--- config.mk ---
export PLATFORM = sky130hd
export DESIGN_NAME = sadd_operand_ser
export DESIGN_NICKNAME = d
export VERILOG_FILES = /design/src/rtl/sadd_operand_ser.sv
export SDC_FILE = /design/constraint.sdc
export NUM_CORES = 1
export LEC_CHECK = 0
export ABC_AREA = 1
export BUFFER_PORTS_ARGS = -buffer_cell sky130_fd_sc_hd__buf_2
export CORE_MARGIN = 2
export CORE_UTILIZATION = 53
export DETAILED_ROUTE_END_ITERATION = 6
export PLACE_DENSITY_LB_ADDON = 0.1
export SYNTH_ARGS = -nofsm -noshare
export SYNTH_HDL_FRONTEND = slang
export SYNTH_SLANG_ARGS = --single-unit
export TNS_END_PERCENT = 10
--- constraint.sdc ---
create_clock -name clk -period 2.4 [get_ports clk]
set_input_delay 0.48 -clock clk [delete_from_list [all_inputs] [get_ports clk]]
set_output_delay 0.48 -clock clk [all_outputs]
set_load 0.1 [all_outputs]
--- src/rtl/sadd_operand_ser.sv ---
`default_nettype none
// ============================================================================
//  Module      : sadd_operand_ser
//  Description : LSB-first operand serializer feeding the bit-serial adder;
//                each word ends with a 2'b00 flush pair that yields carry-out.
//                Optional macro SADD_SER_SUB_EN adds a subtract mode (sub/x_prime).
//  Revision    : 1.0 - initial release
// ============================================================================
module sadd_operand_ser #(
  parameter int W = 8
) (
  input  logic         clk,
  input  logic         rst_b,
  input  logic         in_valid,
  output logic         in_ready,
  input  logic [W-1:0] op_a,
  input  logic [W-1:0] op_b,
`ifdef SADD_SER_SUB_EN
  input  logic         sub,
  output logic         x_prime,
`endif
  output logic [1:0]   x,
  output logic         x_valid,
  output logic         x_first,
  output logic         x_last
);

  localparam int            C_CW   = (W > 1) ? $clog2(W) : 1;
  localparam logic [C_CW-1:0] C_LAST = C_CW'(W - 1);

  typedef enum logic [1:0] {
    S_IDLE  = 2'd0,
    S_SHIFT = 2'd1,
    S_FLUSH = 2'd2,
    S_PRIME = 2'd3
  } state_t;

  state_t          r_state;
  state_t          w_next;
  state_t          w_start;
  logic [W-1:0]    r_sa;
  logic [W-1:0]    r_sb;
  logic [C_CW-1:0] r_cnt;
  logic            w_xfer;
  logic            w_sub;
  logic [W-1:0]    w_b_load;

`ifdef SADD_SER_SUB_EN
  assign w_sub   = sub;
  assign x_prime = (r_state == S_PRIME);
`else
  assign w_sub   = 1'b0;
`endif

  assign in_ready = (r_state == S_IDLE) || (r_state == S_FLUSH);
  assign w_xfer   = in_valid && in_ready;
  // Subtraction is A + ~B + 1: B is stored inverted, PRIME supplies the +1.
  assign w_b_load = w_sub ? ~op_b : op_b;
  assign w_start  = w_sub ? S_PRIME : S_SHIFT;

  always_ff @(posedge clk or negedge rst_b) begin
    if (!rst_b) begin
      r_state <= S_IDLE;
      r_sa    <= '0;
      r_sb    <= '0;
      r_cnt   <= '0;
    end else begin
      r_state <= w_next;
      if (w_xfer) begin
        r_sa  <= op_a;
        r_sb  <= w_b_load;
        r_cnt <= '0;
      end else if (r_state == S_SHIFT) begin
        r_sa  <= r_sa >> 1;
        r_sb  <= r_sb >> 1;
        r_cnt <= r_cnt + C_CW'(1);
      end
    end
  end

  always_comb begin
    w_next  = r_state;
    x       = 2'b00;
    x_valid = 1'b0;
    x_first = 1'b0;
    x_last  = 1'b0;
    case (r_state)
      S_IDLE: begin
        if (w_xfer) w_next = w_start;
      end
      S_SHIFT: begin
        x       = {r_sa[0], r_sb[0]};
        x_valid = 1'b1;
        x_first = (r_cnt == '0);
        if (r_cnt == C_LAST) w_next = S_FLUSH;
      end
      S_FLUSH: begin
        x_valid = 1'b1;
        x_last  = 1'b1;
        w_next  = w_xfer ? w_start : S_IDLE;
      end
      S_PRIME: begin
        x       = 2'b11;
        x_valid = 1'b1;
        w_next  = S_SHIFT;
      end
      default: w_next = S_IDLE;
    endcase
  end

endmodule
`default_nettype wire

Yosys cells after proc, flatten, opt, wreduce, memory -nomap -nowiden:

Index checks and enable logic that the tools add are counted.

* bits in read-only memories: 0
* bits in registers: 21
* bits in writable memories: 0
* latch bits: 0
* bits of input ports: 19
* logic and storage cells: 32
* memories kept: 0

* multipliers: 0
* muxes and demuxes: 14
* bitwise logic cells: 0
* add/subtract/negate cells: 1
* shift-type cells: 0
* eq/ne operators: 6
* magnitude comparators: 0
* divide/modulo/power cells: 0
* reduce and logical (&&, ||, !) cells: 7

Operator list (number)
* $mux 8: 4
* $pmux 2 s4: 1
* $mux 3: 2
* $eq 2x2->1 const B: 2
* $mux 1: 4
* $mux 2: 2
* $pmux 2 s2: 1
* $add 3x1->3 const B: 1
* $eq 3x3->1 const B: 1
* $logic_not 3->1: 1
* $reduce_or 3->1: 1
* $eq 2x1->1 const B: 1
* $logic_not 2->1: 1
* $ne 2x1->1 const B: 1
* $ne 2x2->1 const B: 1
* $reduce_and 2->1: 1
* $reduce_bool 2->1: 1
* $logic_and 1x1->1: 1
* $logic_or 1x1->1: 1

Logic depth before layout (Yosys ltp):

Gate-level depths: netlist of run 1.

* depth after elaboration: 5
* mapped depth: 7
* gate-level depth less buffers: 6

Least setup slack after synthesis of run 1:

Ideal clock, no wire load.

* path type: register -> output
* start point: register r_state[0]
* end point: output x[0]
* buffers on the path: 1
* arrival: 2.148 ns
* stages on the path, launching flop included: 4
* data required time: 1.920 ns
* path slack: -0.228 ns
* cell sequence: dfrtp_1 -> inv_2 -> buf_2 -> nor2_1

* longest elaborated chain between the ends: 2
* elaborated cells between the ends (all ways): 3

Ends and longest elaborated chain
* start: declaration: line 38 `state_t r_state;`
* start signal: assignment: line 68 `r_state <= w_next;`
* $eq 2x2->1 / $eq 2x1->1 (equally long branches): line 87 `case (r_state)`
* $pmux 2 s2 *: line 87
* end: declaration: line 22 `output logic [1:0] x,`

Every way passes the cells marked *; elsewhere a longest branch is shown, timed or not.

Worst setup path after layout of run 1:

* start point: register r_state[0]
* end point: output in_ready

* longest elaborated chain between the ends: 2
* elaborated cells between the ends (all ways): 3

Ends and longest elaborated chain
* $eq 2x2->1 / $logic_not 2->1 (equally long branches): line 55 `assign in_ready = (r_state == S_IDLE) || (r_state == S_FLUSH);`
* $logic_or 1x1->1 *: line 55
* end: declaration: line 15 `output logic in_ready,`

Marks and branches as above.

==> reports/metrics.cfg, run 1 <==
[clocking]
cts.reportedPaths.clkPinSlew_ns=0.12
tritoncts=yes
postCtsHoldBufs=0
cts_sinks=21
cts-buffers-inserted=3
max-clock-path-buffers=2
cts.root.buffer_cell=clkbuf_4
clock_tree.htree_level_count=1
post_cts_resize_count=0
postCtsSetupRepairBufs=0
worstSkewPairLatency_ns=0.30

[yosys]
number_of_enable_flip_flop_cells_after_synthesis=0
synth_adder_area_share_pct=3.08
synthesis.area_sq_mm=0.00122
synth.net_count=184
synth.top_cell.area_share_pct=43.2
ys.flop_type=dfrtp_1
netlist_top_cells_area=dfrtp_1, nand2_1, inv_1
synth_async_sr_flop_share_pct=100
yosys.area_share.simple_pct=35.0
synthesis.area_per_instance_sq_um=7.51
synth.cells.most_frequent=nand2_1, inv_1, dfrtp_1, nand3_1, nand3_2
synth_cells=162
synth.most_common_cell=nand2_1
synth_seq_area_share_pct=43.2
ff_latch_count_synth=21
synth_area_leader_cell=dfrtp_1
synth.distinct_cells=16
synth_mux_area_share_pct=0
yosys_warning_count=0
synth_xor_area_share_pct=0
synth-compound-area-share_pct=2.57
synth_top_family_by_area=simple AND/OR/NAND/NOR gates

[place]
numPortBuffers=24
place_congestion=0.776
placed_cells=207
dpl.hpwl_um=1770
postPlaceCellArea_sq_mm=0.00132

[finish]
final_layout_size_suffix_gt1_share_pct=23.0
areaGrowthSynthToFinish_pct=10.6
layout.cells.non_filler=211
fillers=224
antenna_cells_inserted=0
multi_input_comb_area_sq_um=495
post-route-cell-area_sq_mm=0.00135
sequential_cell_area_sq_um=526
finish.net_count=206

[floorplanning]
placeableCoreArea_sq_mm=0.00219
die-width_um=51.9
floorplan.initialDensity_pct=55.6
floorplan.die_area_sq_mm=0.00270
io_pins=25
die_h_um=51.9
fp-row-count=17

[detailed_routing]
detail_route.drc_violations=0
drt-initial-drc-count=12
vias=1025
drtAntennaViolNets=0
avgRoutedWirePerCell_um=11.5
drt_wl_total_um=2430
routed_via_density=4.86
drt_pass1_iterations=4

[grt]
grt_max_degree=22
grt_overflow=0
antenna_violations_before_repair=0
first_global_vias=964
combined_global_route_utilization_of_all_metal_layers_pct=20.3
grt_first_pass_wirelength_um=4000

[worst_setup_path]
cp_top_family=buffers and inverters
startpoint_type=register
timing.critical_path.to_type=output port
cp_data_arrival_time_ns=1.54
setup.worst_path.class=reg2out
worstPathRequired_ns=1.92
ff2ff_setup_slack_ns=0.73
worst_r2r_endpoint=r_sb[4]$_DFFE_PN0P_
timing.critical_path.cells=inv_2 -> buf_2
worstPathBufferInverterCount=2
crit_path_largest_cell_delay_ns=0.50
crit_slowest_cell=buf_2
critical_path_peak_fanout=19
reg2reg_from=r_state[0]$_DFFE_PN0P_
reg2reg_depth=6

[timing]
rsz0062_at_grt=false
hold_viol=0
finalMaxSlewViolations=0
max_slew_margin_pct=68.3
final.period_utilization_pct=84.1
setup-violations-final=0
timing.final.crit_period_ns=2.02
max_freq_ghz=0.496
final.setup_skew_ns=0.00561
holdWs_ns=0.116
worst-slew-pin-transition_ns=0.476
fin_tns_setup_ns=0

[pwr]
leakagePower_nw=0.834
power.ir.vdd_worst_mv=0.974
powerDensity_mw_per_mm2=1440

[hold_path]
min_delay_worst_type=in2async

[status]
run_status=completed

[run]
max-cap-violations=0

layout by cell type (no fill, tap or decap), drive strengths merged:
master,n
clkbuf,3
ha,3
clkinv,1
nor2,7
nand2,52
o22ai,1
buf,24
o21ai,5
dfrtp,21
inv,38
nand3,28
stage by stage:
step	power (mW)	setup WS [ns]	utilization, %
2_1_floorplan	1.64	-0.228	-
3_3_place_gp	1.74	0.755	60.2
3_5_place_dp	1.79	0.685	60.2
4_1_cts	1.96	0.380	61.5
5_1_grt	2.10	0.313	61.5
6_report	1.94	0.383	61.5
how the worst max path moves through the flow:
stage	start	end	slack [ns]	cells past startpoint
detailed placement	in_valid	r_sb[4]$_DFFE_PN0P_	0.69	6
floorplan	r_state[0]$_DFFE_PN0P_	x[0]	-0.23	3
CTS	r_state[1]$_DFFE_PN0P_	x_first	0.38	4
global placement	r_state[1]$_DFFE_PN0P_	x_first	0.75	4
finish	r_state[0]$_DFFE_PN0P_	in_ready	0.38	2
global route	r_state[1]$_DFFE_PN0P_	x_first	0.31	4
logic make-up (layout without fill, tap and decap cells):
family	Yosys count	in the layout
and+or+nand+nor	87	87
buffers and inverters	45	66
adders and majority gates	3	3
AOI/OAI and AO/OA	6	6
DFF	21	21
report_power, final:
part	internal [mW]	switching, mW	leakage, nW
clock network	0.0621	0.111	0.0177
logic	0.281	0.911	0.547
registers	0.501	0.0769	0.269
state kept, by name, indices dropped and copies added, names as in the netlist:
signal   cells
r_sa         8
r_sb         8
r_cnt        3
r_state      2
layer usage:
metal / GRT usage, % / wire (um) / vias up
met3: 2.59 / 73 / 4
met4: 9.21 / 42 / 0
met1: 24.3 / 1120 / 478
li1: - / - / 522
met5: 0 / 0 / -
met2: 35.9 / 1190 / 21
area by class of cell:
class	instances	area share, %
multi-input cells	96	36.8
repair buffers	24	8.92
flip-flops and latches	21	39.0
well taps	28	2.60
clock buffers	3	1.67
clock inverters	1	0.372
inverters	38	10.6
No activity file was read; power rests on OpenSTA's default activity.
==> inputs of run 2 (changes only) <==
CORE_UTILIZATION = 48   (was 53)
clock period = 1.8 ns   (was 2.4 ns; I/O delays follow)
==> reports/metrics.cfg, run 2 (synthesis results as in run 1) <==
[status]
run_status=finished, violations left
failed_checks=negative hold slack

[finish]
postLayoutCoreUtil_pct=58.1
areaGrowthSynthToFinish_pct=16.1
final_layout_size_suffix_gt1_share_pct=25.9
biggestRegsByFlops=r_sa: 8 flops, r_sb: 8 flops, r_cnt: 3 flops
layout_common_cells=nand2_1, inv_1, dfrtp_1
antenna_cells_inserted=0
finish.net_count=208
mostFrequentLayoutCell=nand2_1
layout.cells.non_filler=215

[grt]
grt_max_degree=22
first_global_vias=900
antenna_violations_before_repair=0
combined_global_route_utilization_of_all_metal_layers_pct=18.8
grt_first_pass_wirelength_um=3970
grt_overflow=0

[timing]
setup-violations-final=0
finalMaxSlewViolations=0
max_slew_margin_pct=68.4
timing.final.crit_period_ns=1.71
holdWs_ns=-0.00717
final.period_utilization_pct=95.3
hold_viol=21
rsz0062_at_grt=true
max_freq_ghz=0.583
worst-slew-pin-transition_ns=0.474
final.setup_skew_ns=0.00129

[worst_setup_path]
worstPathRequired_ns=1.44
ff2ff_setup_slack_ns=0.41
crit_path_largest_cell_delay_ns=0.46
crit_slowest_cell=dfrtp_1
timing.critical_path.to_type=output port
startpoint_type=register
timing.critical_path.cells=inv_4 -> nand2_1 -> clkbuf_4
reg2reg_depth=5
cp_top_family=buffers and inverters
worstPathBufferInverterCount=2
reg2reg_from=r_state[0]$_DFFE_PN0P_
critical_path_peak_fanout=19
worst_r2r_endpoint=r_cnt[1]$_DFFE_PN0P_
cp_data_arrival_time_ns=1.35
setup.worst_path.class=reg2out

[floorplanning]
io_pins=25
die-width_um=54.4
placeableCoreArea_sq_mm=0.00243
die_h_um=54.4
floorplan.die_area_sq_mm=0.00296
fp-row-count=18
floorplan.initialDensity_pct=50.1

[detailed_routing]
drtAntennaViolNets=0
routed_via_density=4.66
vias=1002
drt_wl_total_um=2260
avgRoutedWirePerCell_um=10.5
drt_pass1_iterations=4
detail_route.drc_violations=0
drt-initial-drc-count=18

[clocking]
clock_tree.htree_level_count=1
cts-buffers-inserted=3
postCtsSetupRepairBufs=0
cts_sinks=21
cts.root.buffer_cell=clkbuf_4
postCtsHoldBufs=0
worstSkewPairLatency_ns=0.30
tritoncts=yes
cts.reportedPaths.clkPinSlew_ns=0.12
max-clock-path-buffers=2

[pwr]
clockPowerShare_pct=8.4
intPower_mw=1.26
powerDensity_mw_per_mm2=1940
power.share.switching_pct=54.3
combPwrFrac_pct=63.5
power.ir.vdd_worst_mv=1.55
seqPwrFrac_pct=28.2
netSwitchingPower_mw=1.49
post-layout-total-power_mw=2.75
leakagePower_nw=0.851

[place]
dpl.hpwl_um=1630
numPortBuffers=24
placed_cells=211
place_congestion=0.739

[hold_path]
min_delay_worst_type=in2async

[run]
max-cap-violations=0

[run 2: per-stage QoR]
| step | cell area [sq um] | TNS, ns | setup slack [ns] |
|---|---|---|---|
| after floorplan | 1220 | -1.08 | -0.344 |
| after global placement | 1370 | 0 | 0.331 |
| after detailed placement | 1370 | 0 | 0.306 |
| after CTS | 1410 | 0 | 0.0258 |
| after global routing | 1410 | -0.00335 | -0.00335 |
| final | 1410 | 0 | 0.0853 |
[run 2: repair_timing]
action	CTS	global route
setup endpoints to repair	3	2
gates resized for setup	3	2
pin swaps	0	0
[run 2: final cells by class]
class | instances | area [sq um]
clock inverter | 1 | 5.00
inverter | 38 | 145
fill | 241 | 1020
multi-input combinational | 96 | 505
clock buffer | 3 | 22.5
sequential | 21 | 526
tap | 30 | 37.5
timing repair buffer | 26 | 173
[run 2: worst max-delay path by stage]
| stage | slack, ns | end | startpoint | depth (start not counted) |
|---|---|---|---|---|
| floorplan | -0.34 | x_valid | r_state[0]$_DFFE_PN0P_ | 3 |
| global placement | 0.33 | x[0] | r_state[0]$_DFFE_PN0P_ | 3 |
| detailed placement | 0.31 | x[0] | r_state[0]$_DFFE_PN0P_ | 3 |
| CTS | 0.03 | x_valid | r_state[0]$_DFFE_PN0P_ | 3 |
| global route | -0.003 | x_valid | r_state[0]$_DFFE_PN0P_ | 3 |
| finish | 0.09 | x_valid | r_state[0]$_DFFE_PN0P_ | 3 |
[run 2: per-layer routing]
metal	GRT usage [%]	up-vias	wire (um)
met1	25.8	443	1120
li1	-	529	-
met3	2.73	4	118
met2	29.1	26	988
met4	8.75	0	29
met5	0	-	0
[run 2: power groups by stage]
stage          logic [mW]  clock network, mW  registers [mW]
2_1_floorplan        1.46                  0           0.754
3_3_place_gp         1.69                  0           0.769
3_5_place_dp         1.73                  0           0.778
4_1_cts              1.75              0.243           0.772
5_1_grt              1.93              0.257           0.802
6_report             1.74              0.230           0.774
[run 2: worst reg2reg max path, delay by kind of cell (launching register included)]
family / cells / cell delay [ns]
flops: 1 / 0.46
buf+inv: 2 / 0.42
compound gates: 1 / 0.12
simple gates: 2 / 0.26
